## src/rtl/array_offset_sat_pipe.sv

```systemverilog
// Two-stage valid/ready pipeline: adds or subtracts one offset to every array element
// (optionally saturating), then registers the result with its minimum element and index.
module array_offset_sat_pipe #(
    parameter int DATA_W = 8,
    parameter int ARR_L  = 4,
    parameter int SAT    = 1,
    parameter int IDX_W  = (ARR_L > 1) ? $clog2(ARR_L) : 1
) (
    input  logic                      clk,
    input  logic                      rst_n,
    input  logic                      in_valid,
    output logic                      in_ready,
    input  logic [DATA_W*ARR_L-1:0]   in_arr,
    input  logic [DATA_W-1:0]         in_value,
    input  logic                      in_op,
    output logic                      out_valid,
    input  logic                      out_ready,
    output logic [DATA_W*ARR_L-1:0]   out_arr,
    output logic [DATA_W-1:0]         out_min,
    output logic [IDX_W-1:0]          out_min_idx
);

    logic                     s1_v;
    logic [DATA_W*ARR_L-1:0]  s1_arr;
    logic [DATA_W*ARR_L-1:0]  s1_next;
    logic                     s1_en;
    logic                     s2_en;
    logic [DATA_W-1:0]        min_val;
    logic [IDX_W-1:0]         min_idx;

    // Each stage advances when it is empty or the stage after it is moving.
    assign s2_en    = !out_valid || out_ready;
    assign s1_en    = !s1_v || s2_en;
    assign in_ready = s1_en;

    for (genvar g = 0; g < ARR_L; g++) begin : g_elem
        logic [DATA_W-1:0] a;
        logic [DATA_W:0]   sum;
        logic [DATA_W:0]   diff;
        logic [DATA_W-1:0] r;

        assign a    = in_arr[g*DATA_W +: DATA_W];
        assign sum  = {1'b0, a} + {1'b0, in_value};
        // The extra top bit of the difference is the borrow, i.e. a < in_value.
        assign diff = {1'b0, a} - {1'b0, in_value};

        always_comb begin
            r = '0;
            if (in_op) begin
                if ((SAT != 0) && sum[DATA_W]) r = '1;
                else                           r = sum[DATA_W-1:0];
            end else begin
                if ((SAT != 0) && diff[DATA_W]) r = '0;
                else                            r = diff[DATA_W-1:0];
            end
        end

        assign s1_next[g*DATA_W +: DATA_W] = r;
    end

    always_ff @(posedge clk) begin
        if (!rst_n) begin
            s1_v   <= 1'b0;
            s1_arr <= '0;
        end else if (s1_en) begin
            s1_v   <= in_valid;
            s1_arr <= s1_next;
        end
    end

    // Strict less-than keeps the lowest index on ties.
    always_comb begin
        min_val = s1_arr[DATA_W-1:0];
        min_idx = '0;
        for (int i = 1; i < ARR_L; i++) begin
            if (s1_arr[i*DATA_W +: DATA_W] < min_val) begin
                min_val = s1_arr[i*DATA_W +: DATA_W];
                min_idx = IDX_W'(i);
            end
        end
    end

    always_ff @(posedge clk) begin
        if (!rst_n) begin
            out_valid   <= 1'b0;
            out_arr     <= '0;
            out_min     <= '0;
            out_min_idx <= '0;
        end else if (s2_en) begin
            out_valid   <= s1_v;
            out_arr     <= s1_arr;
            out_min     <= min_val;
            out_min_idx <= min_idx;
        end
    end

endmodule
```

## config.mk

```make
export PLATFORM = sky130hd
export DESIGN_NAME = array_offset_sat_pipe
export DESIGN_NICKNAME = d
export VERILOG_FILES = /design/src/rtl/array_offset_sat_pipe.sv
export SDC_FILE = /design/constraint.sdc
export NUM_CORES = 1
export LEC_CHECK = 0
export BUFFER_PORTS_ARGS = -buffer_cell sky130_fd_sc_hd__buf_2
export CAP_MARGIN = 5
export CORE_MARGIN = 5
export CORE_UTILIZATION = 53
export CTS_CLUSTER_SIZE = 24
export DETAILED_ROUTE_END_ITERATION = 6
export GPL_TIMING_DRIVEN = 0
export PLACE_DENSITY_LB_ADDON = 0.15
export SLEW_MARGIN = 5
export SYNTH_ARGS = -nofsm -noshare
export SYNTH_HDL_FRONTEND = slang
export SYNTH_SLANG_ARGS = --single-unit
```

## constraint.sdc

```tcl
create_clock -name clk -period 4.8 [get_ports clk]
set_input_delay 0.72 -clock clk [delete_from_list [all_inputs] [get_ports clk]]
set_output_delay 0.72 -clock clk [all_outputs]
set_load 0.05 [all_outputs]
```

# After elaboration in Yosys (flattened, before gate mapping)
# Cells that the tools add are included.
[classes]
add_sub_neg = 8
multipliers = 0
div_mod_pow = 0
n_lt_le_gt_ge = 3
eq_ne = 0
shifts = 0
muxes = 18
bitwise_logic = 0
n_reduce_logical = 4
[op_table]
columns = ["cell", "n"]
rows = [
  ["$mux 8", 15],
  ["$add 8x8->9", 4],
  ["$sub 8x8->9", 4],
  ["$lt 8x8->1", 3],
  ["$mux 2", 2],
  ["$logic_not 1->1", 2],
  ["$logic_or 1x1->1", 2],
  ["$mux 1", 1],
]
[word_totals]
ff_bits = 76
latchBits = 0
mem_bits_rw = 0
mem_bits_ro = 0
inputBits = 45
out_inout_bits = 44
wordCells = 39
memories = 0

# Longest topological paths before layout
# Gate-level depths: netlist of run 1.
[logic_depth]
depth_word = 6
ltp_mapped = 25
ltp_nobuf = 21

# Worst setup path before layout of run 1
# No wires, ideal clock.
[synth_timing]
path_type = "register -> register"
startpoint = "register s1_arr[5]"
endpoint = "register out_min[6]"
setup_ns = 0.074
t_arrival_ns = 4.854
required_ns = 4.726
setup_slack_ns = -0.128
path_stages_with_launch = 26
path_buffers = 4
period_less_slack_ns = 4.928
path_cell_list = "dfxtp_1 inv_1 ha_1 a211oi_2 o21bai_2 a21oi_4 clkbuf_1 nor2_1 a21oi_1 ha_1 a211oi_1 o211a_1 o311ai_4 and2_1 buf_6 buf_6 o21ai_0 ha_1 a21o_1 a211oi_1 nand2_1 nor3_1 a41oi_4 buf_6 nand2b_4 a31oi_1"
[synth_between]
elab_chain_len = 6
[synth_rtl]
columns = ["item", "line_no", "text"]
rows = [
  ["start: declaration", "24", "logic [DATA_W*ARR_L-1:0] s1_arr;"],
  ["start signal: assignment", "67", "s1_arr <= s1_next;"],
  ["$lt 8x8->1", "76", "if (s1_arr[i*DATA_W +: DATA_W] < min_val) begin"],
  ["$mux 8 *", "76", ""],
  ["$lt 8x8->1", "76", ""],
  ["$mux 8 *", "76", ""],
  ["$lt 8x8->1", "76", ""],
  ["$mux 8 *", "76", ""],
  ["end signal: assignment", "92", "out_min <= min_val;"],
  ["end: declaration", "19", "output logic [DATA_W-1:0] out_min,"],
]
# Mark *: on every way between the ends. The rest lies on a longest branch, timed or not.
# A chain may end at the register's enable or synchronous reset.

# Worst setup path after layout of run 1
[layout_timing]
startpoint = "register s1_arr[14]"
endpoint = "register out_min[6]"
# Same word-level chain as after synthesis.

==> metrics.md, run 1 <==
| Metric | Value |
|---|---|
| Yosys top cell by area | `dfxtp_1` |
| Synth warn | `0` |
| Largest net degree at the start of global routing | `14` |
| PortBufs | `between 80 and 90` |
| Chip Height | `approximately 120 um` |
| TritonCTS Buffers | `9` |
| WL/cell | `between 15 and 20 um` |
| Startpoint types | `flip-flop` |
| Drc violations | `0` |
| Routed WL | `19.05 mm` |
| First-pass GRT wire length | `29.95 mm` |
| Post-synthesis sequential area ratio | `0.2381` |
| Reg2Reg Launch Point | `s1_arr[14]$_SDFFE_PN0P_` |
| Setup crit start | `s1_arr[14]$_SDFFE_PN0P_` |
| Most frequent CP cell | `a21oi_4` |
| Nets | `approximately 1,100` |
| Initial antenna violation count | `0` |
| Period utilisation layout | `0.9686` |
| Clock sink count | `76` |
| Final setup fails | `0` |
| Max Slew Vio Count | `0` |
| Main synth FF type | `dfxtp_1` |
| Area after DPL | `between 7000 and 8000 um2` |
| Slowest CP cell | `dfxtp_1` |
| Initial DRC count | `~440` |
| Clock Tree Root | `clkbuf_16` |
| Longest Clk Path Bufs | `2` |
| Via count | `between 6,000 and 7,000` |
| All-Layer GR Usage | `0.2583` |
| Ratio of cells with drive above 1 in the final layout | `0.2136` |
| Diode count | `0` |
| Commonest non-fill, non-tap cell in the layout | `buf_2` |
| Core Rows | `40` |
| Tmin final | `roughly 4.6 ns` |
| Slowest stage delay, CP | `0.48 ns` |
| EDFF count, synth | `0` |
| Core Region | `11,910 um2` |
| Worst Reg-to-Reg Cells | `23` |
| CP max FO | `8` |
| Area grow syn2layout | `20.97%` |
| Data required time of the worst path | `approximately 5.1 ns` |
| Dpl hpwl | `14.83 mm` |
| CP cell instances | `ha_4 > o21ai_2 > o21bai_2 > a21oi_4 > buf_8 > buf_6 > a21oi_4 > ha_1 > nand2_2 > o211a_4 > a21oi_4 > and2_4 > buf_8 > o21ai_2 > ha_1 > a21o_1 > a211oi_2 > nand2_2 > nor3_4 > a41oi_4 > buf_6 > nand2b_4 > a31oi_1` |
| Setup TNS | `0 ns` |
| Yosys top cell area share | `0.2381` |
| CTS tree | `yes` |
| Die W | `119.8 um` |
| Most frequent cells in the layout | `buf_2, nand2_1, ha_1` |
| Total of max-cap violations | `0` |
| Syn avg cell area | `between 7 and 8 um2` |
| Critical Path AT | `4.92 ns` |
| RR Endpoint | `out_min[6]$_SDFFE_PN0P_` |
| GRT overflow | `0` |
| Async SR Flop Fraction | `0` |
| Die Area | `between 10,000 and 15,000 um2` |
| Max-slew headroom | `0.5663` |
| Syn nets | `roughly 940` |
| Slew @ Worst Pin | `about 0.65 ns` |
| IO Count | `between 80 and 90` |
| Hold Path Class | `reg -> reg` |
| CP Class | `reg -> reg` |
| Nature of the critical path endpoint | `flip-flop` |
| Final Instance Area | `about 7700 um2` |
| Final Hold Viols | `0` |
| Synthesized cell area | `about 6400 um2` |
| Register bit total from synthesis | `between 70 and 80` |
| Vias per inst | `just under 6` |
| Synth area leaders | `dfxtp_1, ha_1, o21ai_0` |
| Final ANT Viol Nets | `0` |
| Starting density of the core | `0.5364` |
| Clock Skew | `between 0.005 and 0.006 ns` |
| Hold path start | `out_arr[20]$_SDFFE_PN0P_` |
| Run status | `complete, no violations` |
| Worst setup endpoint | `out_min[6]$_SDFFE_PN0P_` |
| Number of global-route vias before repair | `approximately 6,000` |
| Synth Instances | `approximately 800` |
| Pleak | `roughly 3.3 nW` |
| IR drop worst, VDD | `between 150 and 200 uV` |
| P per Cell Area | `around 420 nW/um2` |
| Fillers | `between 1,000 and 1,500` |
| Max frequency | `215.1 MHz` |
| R2R setup slack | `~0.15 ns` |
| Clk_lat worst skew | `0.34 ns` |
| H-tree Lvls | `3` |
| Final GP Congestion | `slightly above 0.9` |
| Clock-pin slew on the worst setup and hold paths | `about 0.06 ns` |
| Cell variety after synth | `66` |
| CTS hold repair buffers | `0` |
| DR pass1 iterations | `5` |
[synthesized netlist by cell type (5+ instances only)]
cell / instances
a211oi_1: 5
a21boi_0: 34
a21o_1: 12
a21oi_1: 64
a31oi_1: 33
a41oi_1: 5
clkbuf_1: 35
dfxtp_1: 76
fa_1: 8
ha_1: 84
inv_1: 63
nand2_1: 85
nand2b_1: 8
nand2b_2: 6
nand3_1: 15
nor2_1: 36
nor2b_1: 12
nor3_1: 13
o211ai_1: 5
o211ai_2: 7
o21a_1: 6
o21ai_0: 77
o21bai_1: 14
or2_2: 5
xnor2_1: 20
[what timing repair did]
item,CTS,global route
pin swaps,7,18
cloned,1,1
gates resized for setup,14,34
setup buffers,5,15
setup endpoints to repair,10,10
[metal layers]
layer | wire [um] | global-route usage
met3 | 964 | 0.03393
met2 | 9175 | 0.4449
met1 | 8331 | 0.3260
met5 | 0 | 0
met4 | 580 | 0.1045
[final cells by class]
cell class / instances / area, um2 / share of cell area
buffer: 38 / 172.7 / 0.02234
clock buffer: 10 / 239.0 / 0.03092
clock inverter: 6 / 135.1 / 0.01748
inverter: 64 / 240.2 / 0.03108
multi-input combinational: 625 / 4607 / 0.5960
sequential: 76 / 1538 / 0.1989
tap: 147 / 183.9 / 0.02379
timing repair buffer: 108 / 614.3 / 0.07948
[metrics by stage]
stage	utilization	std cells	hold slack, ns	power (mW)	setup WS, ns
3_5_place_dp	0.5891	1037	0.4520	2.146	-0.7584
5_1_grt	0.6490	1074	0.4861	3.426	-0.09131
2_1_floorplan	-	804	0.4325	1.834	0.03730
6_report	0.6490	1074	0.4598	3.251	0.1509
3_3_place_gp	0.5891	1037	0.4442	2.105	-0.5853
4_1_cts	0.6284	1059	0.4614	3.053	0.002289
[cells by family (layout without fill, tap and decap cells)]
family	Yosys count	after routing	synth area share
AOI/OAI and AO/OA	302	302	0.3151
xor gates and xnor gates	23	23	0.03153
adders and majority gates	92	92	0.1895
buffers and inverters	103	226	0.06403
DFF	76	76	0.2381
muxes	5	5	0.009398
and+or+nand+nor	203	203	0.1523
[worst min-delay path by stage]
stage,endpoint,slack [ns],cells past startpoint
final,out_arr[20]$_SDFFE_PN0P_,0.46,2
after floorplan,out_valid$_SDFFE_PN0P_,0.43,1
after CTS,out_arr[25]$_SDFFE_PN0P_,0.46,2
after detailed placement,out_valid$_SDFFE_PN0P_,0.45,1
after global routing,out_arr[6]$_SDFFE_PN0P_,0.49,2
after global placement,out_valid$_SDFFE_PN0P_,0.44,1
[worst max-delay path, delay by kind of cell (launching register included)]
family,cells,cell delay [ns]
compound gates,11,1.86
flops,1,0.48
buf+inv,4,0.57
fa+ha+maj,3,0.91
simple gates,5,0.74
[registers in the layout, indices dropped and copies added (netlist names)]
name	cells
s1_v	1
out_valid	1
out_min	8
out_min_idx	2
out_arr	32
s1_arr	32
[report_power, final]
group	internal, mW	switching [mW]
Combinational	0.685	0.933
Clock	0.574	0.262
Sequential	0.718	0.0784
Power figures use the tool's default switching activity.
==> run 2: changes to the inputs <==
- REMOVE_ABC_BUFFERS: unset -> 1
==> run 2 against run 1 <==
The flow now finishes with violations (negative setup slack). Clock-buffer cell count is the same. Sequential share of layout area is essentially flat. Utilization is essentially flat. Sequential power is essentially flat. Critical path type unchanged. Power shrank 1.7%. Combinational power grew 9%. Maximum frequency shrank 3.5%. Routed wire length shrank 5.4%.
==> metrics.md, run 2 (synthesis results as in run 1) <==
| Metric | Value |
|---|---|
| Core Rows | `40 (unchanged)` |
| Nature of the critical path endpoint | `flip-flop (unchanged)` |
| Drc violations | `0 (unchanged)` |
| Violated checks | `negative setup slack` |
| Die W | `119.8 um (unchanged)` |
| Die Area | `14,350 um2 (unchanged)` |
| RSZ-0062 raised after global routing | `yes` |
| Ratio of cells with drive above 1 in the final layout | `0.2550 (was 0.2136)` |
| IR drop worst, VDD | `199.2 uV (was 196.4 uV)` |
| Max Slew Vio Count | `0 (unchanged)` |
| All-Layer GR Usage | `0.2362 (was 0.2583)` |
| Max frequency | `207.7 MHz (was 215.1 MHz)` |
| Clk_lat worst skew | `0.34 ns (about the same)` |
| Pleak | `3.326 nW (was 3.347 nW)` |
| Final ANT Viol Nets | `0 (unchanged)` |
| GRT overflow | `0 (unchanged)` |
| Final GP Congestion | `0.9017 (was 0.9169)` |
| Slowest CP cell | `dfxtp_4 (was dfxtp_1)` |
| Initial antenna violation count | `0 (unchanged)` |
| Period utilisation layout | `1.003 (was 0.9686)` |
| P per Cell Area | `413.7 nW/um2 (was 420.6 nW/um2)` |
| DR pass1 iterations | `5 (unchanged)` |
| CTS tree | `yes (unchanged)` |
| Number of global-route vias before repair | `5,705 (was 6,020)` |
| Clock Tree Root | `clkbuf_16 (unchanged)` |
| Diode count | `0 (unchanged)` |
| Critical path buffers and inverters | `5 (was 4)` |
| Top Registers | `out_arr (32), s1_arr (32), out_min (8) (unchanged)` |
| Slowest stage delay, CP | `0.37 ns (was 0.48 ns)` |
| Startpoint types | `flip-flop (unchanged)` |
| Initial DRC count | `483 (was 444)` |
| Commonest non-fill, non-tap cell in the layout | `buf_2 (unchanged)` |
| R2R setup slack | `-0.02 ns (was 0.15 ns)` |
| PnR Total Power | `3.196 mW (was 3.251 mW)` |
| Total of max-cap violations | `0 (unchanged)` |
| CTS hold repair buffers | `0 (unchanged)` |
| Clock-pin slew on the worst setup and hold paths | `0.06 ns (about the same)` |
| Fin util | `0.6485 (was 0.6490)` |
| Dpl hpwl | `12.66 mm (was 14.83 mm)` |
| Reg2Reg Launch Point | `s1_arr[7]$_SDFFE_PN0P_ (was s1_arr[14]$_SDFFE_PN0P_)` |
| CP Class | `reg -> reg (unchanged)` |
| CP cell instances | `inv_2 > ha_4 > nand4_1 > a21oi_4 > a21oi_4 > buf_6 > buf_4 > nor2_2 > a21oi_2 > ha_2 > a211oi_2 > o211a_4 > o311ai_4 > and2_4 > buf_12 > buf_4 > o21ai_1 > ha_1 > a21oi_2 > nand2_2 > nor3_4 > a41oi_4 > nand2b_2 > a31oi_1 (was ha_4 > o21ai_2 > o21bai_2 > a21oi_4 > buf_8 > buf_6 > a21oi_4 > ha_1 > nand2_2 > o211a_4 > a21oi_4 > and2_4 > buf_8 > o21ai_2 > ha_1 > a21o_1 > a211oi_2 > nand2_2 > nor3_4 > a41oi_4 > buf_6 > nand2b_4 > a31oi_1)` |
| Most frequent cells in the layout | `buf_2, nand2_1, ha_1 (unchanged)` |
| Nets | `1,038 (was 1,059)` |
| Top delay family on crit path | `compound AO/OA/AOI/OAI gates (unchanged)` |
| WL/cell | `17.12 um (was 17.74 um)` |
| Slew @ Worst Pin | `1.107 ns (was 0.6498 ns)` |
| Worst Reg-to-Reg Cells | `24 (was 23)` |
| Routed WL | `18.03 mm (was 19.05 mm)` |
| Data required time of the worst path | `5.06 ns (was 5.07 ns)` |
| Clock sink count | `76 (unchanged)` |
| Hold path endpoint | `out_arr[7]$_SDFFE_PN0P_ (was out_arr[20]$_SDFFE_PN0P_)` |
| IO Count | `89 (unchanged)` |
| First-pass GRT wire length | `27.63 mm (was 29.95 mm)` |
| PortBufs | `88 (was 86)` |
| Hold path start | `out_arr[7]$_SDFFE_PN0P_ (was out_arr[20]$_SDFFE_PN0P_)` |
| CP max FO | `7 (was 8)` |
| Core Region | `11,910 um2 (unchanged)` |
| Largest net degree at the start of global routing | `77 (was 14)` |
| Tmin final | `4.815 ns (was 4.649 ns)` |
| Via count | `6,193 (was 6,246)` |
| Area grow syn2layout | `20.89% (was 20.97%)` |
| Chip Height | `119.8 um (unchanged)` |
| Post-route setup slack | `-0.01546 ns (was 0.1509 ns)` |
| Worst Hold Depth | `2 (unchanged)` |
| Hold Path Class | `reg -> reg (unchanged)` |
| Vias per inst | `5.881 (was 5.816)` |
| Final Hold Viols | `0 (unchanged)` |
| H-tree Lvls | `3 (unchanged)` |
| Run status | `finished, violations left (was complete, no violations)` |
| Final setup fails | `4 (was 0)` |
| Longest Clk Path Bufs | `2 (unchanged)` |
| Starting density of the core | `0.5364 (unchanged)` |
| Max-slew headroom | `0.2622 (was 0.5663)` |
| Critical Path AT | `5.08 ns (was 4.92 ns)` |
| Clock Skew | `0.006709 ns (was 0.005035 ns)` |
| RR Endpoint | `out_min[1]$_SDFFE_PN0P_ (was out_min[6]$_SDFFE_PN0P_)` |
| TritonCTS Buffers | `9 (unchanged)` |
run 2: what timing repair did:
item / 4_1_cts / 5_1_grt
endpoints found under the setup margin: 10 / 10
pin swaps: 8 / 28
setup buffers: 15 / 20
gates resized for setup: 20 / 57
cloned: 1 / 0
run 2: area by class of cell:
cell class | instances | area, um2
multi-input cells | 626 | 4731
fillers | 988 | 4187
flip-flops and latches | 76 | 1539
repair buffers | 124 | 760.7
inverters | 64 | 240.2
clock buffers | 10 | 229.0
well taps | 147 | 183.9
clock inverters | 6 | 41.29
run 2: metrics by stage:
step           setup TNS, ns  setup WS, ns  hold slack, ns  instances  area, um2
2_1_floorplan        -0.7871       -0.1188          0.4325        765       6221
3_3_place_gp          -12.51       -0.8207          0.4389       1000       6845
3_5_place_dp          -8.747       -0.9714          0.4573       1001       6865
4_1_cts                    0       0.02244          0.4655       1033       7371
5_1_grt               -1.300       -0.1871          0.4863       1053       7725
6_report            -0.02571      -0.01546          0.4596       1053       7725
run 2: worst register-to-register path, cell delays in order, from the launching register on:
cell	delay, ns
dfxtp_4	0.37
inv_2	0.07
ha_4	0.27
nand4_1	0.15
a21oi_4	0.22
a21oi_4	0.11
buf_6	0.14
buf_4	0.14
nor2_2	0.13
a21oi_2	0.07
ha_2	0.18
a211oi_2	0.27
o211a_4	0.24
o311ai_4	0.15
and2_4	0.23
buf_12	0.13
buf_4	0.16
o21ai_1	0.16
ha_1	0.28
a21oi_2	0.20
nand2_2	0.11
nor3_4	0.26
a41oi_4	0.26
nand2b_2	0.28
a31oi_1	0.17
run 2: where the power goes:
part	leakage, nW	switching [mW]	total (mW)	internal (mW)
Clock	0.124	0.273	0.622	0.349
Sequential	0.632	0.0803	0.799	0.719
Combinational	2.57	1.01	1.77	0.766
run 2: per-layer routing:
metal | global-route usage | up-vias | wire length [um]
met1 | 0.3116 | 2864 | 8176
li1 | - | 3048 | -
met2 | 0.3916 | 232 | 8355
met3 | 0.03016 | 49 | 950
met5 | 0 | - | 0
met4 | 0.09520 | 0 | 548
run 2: how the worst max path moves through the flow:
stage	slack, ns	from	cells past startpoint	end
after floorplan	-0.12	s1_arr[5]$_SDFFE_PN0P_	20	out_min[1]$_SDFFE_PN0P_
after global placement	-0.82	s1_arr[5]$_SDFFE_PN0P_	21	out_min[5]$_SDFFE_PN0P_
after detailed placement	-0.97	s1_arr[5]$_SDFFE_PN0P_	21	out_min[2]$_SDFFE_PN0P_
after CTS	0.02	s1_arr[5]$_SDFFE_PN0P_	22	out_min[2]$_SDFFE_PN0P_
after global routing	-0.19	s1_arr[7]$_SDFFE_PN0P_	24	out_min[1]$_SDFFE_PN0P_
final	-0.02	s1_arr[7]$_SDFFE_PN0P_	24	out_min[1]$_SDFFE_PN0P_
==> run 3: changes to the inputs <==
- PLACE_DENSITY: unset -> 0.81
- PLACE_DENSITY_LB_ADDON: 0.15 -> unset
==> run 3 against run 2 <==
The flow now finishes without violations. Flip-flop and latch count did not move. Non-clock buffer count fell by 18. First-iteration DRC count up 2.3%. Maximum frequency increased by 1.3%. Cell count fell by 1.7%. Power decreased by 3.6%. Highest routed layer unchanged.
==> metrics.md, run 3 (synthesis results as in run 1) <==
| Metric | Value |
|---|---|
| Met2 Track Usage GR | `0.3782 (was 0.3916)` |
| R2R setup slack | `0.05 ns (was -0.02 ns)` |
| CP Class | `reg -> reg (unchanged)` |
| Max frequency | `210.4 MHz (was 207.7 MHz)` |
| Final Hold Viols | `0 (unchanged)` |
| Combinational Power Share | `0.533 (was 0.555)` |
| Via count | `6,149 (was 6,193)` |
| Grt met1 use | `0.3015 (was 0.3116)` |
| Fillers | `1,007 (was 988)` |
| PortBufs | `88 (unchanged)` |
| Run status | `complete, no violations (was finished, violations left)` |
| Number of global-route vias before repair | `5,648 (was 5,705)` |
| Psw | `1.310 mW (was 1.363 mW)` |
| Die W | `119.8 um (unchanged)` |
| Top Registers | `out_arr (32), s1_arr (32), out_min (8) (unchanged)` |
| IO Count | `89 (unchanged)` |
| Data required time of the worst path | `5.05 ns (was 5.06 ns)` |
| Area grow syn2layout | `18.39% (was 20.89%)` |
| Startpoint types | `flip-flop (unchanged)` |
| Met3 usage | `0.03487 (was 0.03016)` |
| Max Slew Vio Count | `0 (unchanged)` |
| Slew @ Worst Pin | `1.110 ns (was 1.107 ns)` |
| Dpl hpwl | `11.91 mm (was 12.66 mm)` |
| Final GP Congestion | `0.8690 (was 0.9017)` |
| Die Area | `14,350 um2 (unchanged)` |
| WL/cell | `16.81 um (was 17.12 um)` |
| Post-route setup slack | `0.04692 ns (was -0.01546 ns)` |
| Worst Reg-to-Reg Cells | `22 (was 24)` |
| WHS | `0.4595 ns (was 0.4596 ns)` |
| Core Rows | `40 (unchanged)` |
| Initial DRC count | `494 (was 483)` |
| Tmin final | `4.753 ns (was 4.815 ns)` |
| H-tree Lvls | `3 (unchanged)` |
| Largest net degree at the start of global routing | `77 (unchanged)` |
| Initial antenna violation count | `0 (unchanged)` |
| CTS hold repair buffers | `0 (unchanged)` |
| First-pass GRT wire length | `27.00 mm (was 27.63 mm)` |
| Total of max-cap violations | `0 (unchanged)` |
| Nets | `1,020 (was 1,038)` |
| Nature of the critical path endpoint | `flip-flop (unchanged)` |
| Vias per inst | `5.941 (was 5.881)` |
| Core Region | `11,910 um2 (unchanged)` |
| Most frequent cells in the layout | `buf_2, nand2_1, ha_1 (unchanged)` |
| GRT overflow | `0 (unchanged)` |
| Drc violations | `0 (unchanged)` |
| RR Endpoint | `out_min[2]$_SDFFE_PN0P_ (was out_min[1]$_SDFFE_PN0P_)` |
| Worst Hold Depth | `2 (unchanged)` |
| DR pass1 iterations | `5 (unchanged)` |
| Register share of total power | `0.259 (was 0.250)` |
| Hold path start | `out_arr[11]$_SDFFE_PN0P_ (was out_arr[7]$_SDFFE_PN0P_)` |
| Final setup fails | `0 (was 4)` |
| All-Layer GR Usage | `0.2292 (was 0.2362)` |
| Starting density of the core | `0.5364 (unchanged)` |
| Clock-pin slew on the worst setup and hold paths | `0.06 ns (about the same)` |
| Clock Tree Root | `clkbuf_16 (unchanged)` |
| Hold Path Class | `reg -> reg (unchanged)` |
| Ratio of cells with drive above 1 in the final layout | `0.2173 (was 0.2550)` |
| CP max FO | `8 (was 7)` |
| Worst slack, placed | `-0.9092 ns (was -0.9714 ns)` |
| Clock sink count | `76 (unchanged)` |
| P per Cell Area | `407.3 nW/um2 (was 413.7 nW/um2)` |
| Diode count | `0 (unchanged)` |
| CTS tree | `yes (unchanged)` |
| Pleak | `3.265 nW (was 3.326 nW)` |
| TritonCTS Buffers | `9 (unchanged)` |
| Period utilisation layout | `0.9902 (was 1.003)` |
| GR peak layer | `met2 (unchanged)` |
| Hold path endpoint | `out_arr[11]$_SDFFE_PN0P_ (was out_arr[7]$_SDFFE_PN0P_)` |
| Reg2Reg Launch Point | `s1_arr[7]$_SDFFE_PN0P_ (unchanged)` |
| Clock Skew | `0.006942 ns (was 0.006709 ns)` |
| Critical Path AT | `5.01 ns (was 5.08 ns)` |
| Final ANT Viol Nets | `0 (unchanged)` |
| Switching Share | `0.4252 (was 0.4263)` |
| IR drop worst, VDD | `208.3 uV (was 199.2 uV)` |
| Max-slew headroom | `0.2603 (was 0.2622)` |
| Commonest non-fill, non-tap cell in the layout | `buf_2 (unchanged)` |
| Internal Power | `1.771 mW (was 1.833 mW)` |
| Clk_lat worst skew | `0.34 ns (about the same)` |
| Longest Clk Path Bufs | `2 (unchanged)` |
| Routed WL | `17.39 mm (was 18.03 mm)` |
| Chip Height | `119.8 um (unchanged)` |
| Clk pwr share | `0.208 (was 0.195)` |
[run 3: changes by cell type in the layout (fill, tap and decap cells not counted), sizes merged]
cell,delta
buf,-18
clkbuf,+2
clkinv,+2
clkinvlp,-3
inv,-1
[run 3: timing repair]
item / 4_1_cts / 5_1_grt
endpoints found under the hold margin: 0 / 0
pin swaps: 5 / 13
gates resized for setup: 16 / 35
cloned: 1 / 0
setup buffers: 11 / 5
endpoints found under the setup margin: 10 / 10
[run 3: critical path, stage by stage, from the launching register on]
cell	delay (ns)
dfxtp_2	0.36
inv_1	0.10
ha_4	0.29
nand4_1	0.14
a21oi_4	0.20
a21oi_4	0.12
buf_4	0.16
a21oi_4	0.17
ha_4	0.23
a211oi_2	0.27
o211a_4	0.26
o311ai_4	0.17
and2_4	0.23
buf_4	0.16
o21ai_1	0.14
ha_1	0.27
a211oi_2	0.30
nand2_2	0.12
nor3_4	0.17
buf_4	0.16
a41oi_4	0.17
nand2b_2	0.26
a31oi_1	0.19
[run 3: through the flow]
stage | power, mW | area [um2] | util | TNS (ns) | std cells
final | 3.081 | 7565 | 0.6351 | 0 | 1035
after global routing | 3.251 | 7565 | 0.6351 | -0.6056 | 1035
after CTS | 2.891 | 7330 | 0.6153 | 0 | 1029
after detailed placement | 2.040 | 6865 | 0.5764 | -8.003 | 1001
after global placement | 2.015 | 6845 | 0.5747 | -16.71 | 1000
after floorplan | 1.756 | 6221 | - | -0.7871 | 765
[run 3: final cells by class]
class | instances | area (um2) | area share
Sequential cell | 76 | 1530 | 0.2023
Multi-Input combinational cell | 626 | 4712 | 0.6229
Clock buffer | 12 | 256.5 | 0.03391
Inverter | 64 | 240.2 | 0.03176
Tap cell | 147 | 183.9 | 0.02431
Clock inverter | 4 | 23.77 | 0.003143
Timing Repair Buffer | 106 | 618.1 | 0.08171
[run 3: worst max path at each step]
stage | startpoint | endpoint | slack [ns]
floorplan | s1_arr[5]$_SDFFE_PN0P_ | out_min[1]$_SDFFE_PN0P_ | -0.12
global placement | s1_arr[5]$_SDFFE_PN0P_ | out_min[4]$_SDFFE_PN0P_ | -0.81
detailed placement | s1_arr[3]$_SDFFE_PN0P_ | out_min[1]$_SDFFE_PN0P_ | -0.91
CTS | s1_arr[5]$_SDFFE_PN0P_ | out_min[1]$_SDFFE_PN0P_ | 0.002
global route | s1_arr[5]$_SDFFE_PN0P_ | out_min[2]$_SDFFE_PN0P_ | -0.10
finish | s1_arr[7]$_SDFFE_PN0P_ | out_min[2]$_SDFFE_PN0P_ | 0.05
[run 3: power groups by stage]
stage	clock [mW]	sequential (mW)	combinational, mW
floorplan	0	0.959	0.797
CTS	0.648	0.789	1.45
finish	0.640	0.798	1.64
detailed placement	0	0.801	1.24
global route	0.679	0.808	1.76
global placement	0	0.798	1.22
[run 3: routing by layer]
layer	vias up	wire length (um)
li1	3026	-
met1	2860	7683
met2	226	8143
met3	37	1172
met4	0	395
met5	-	0
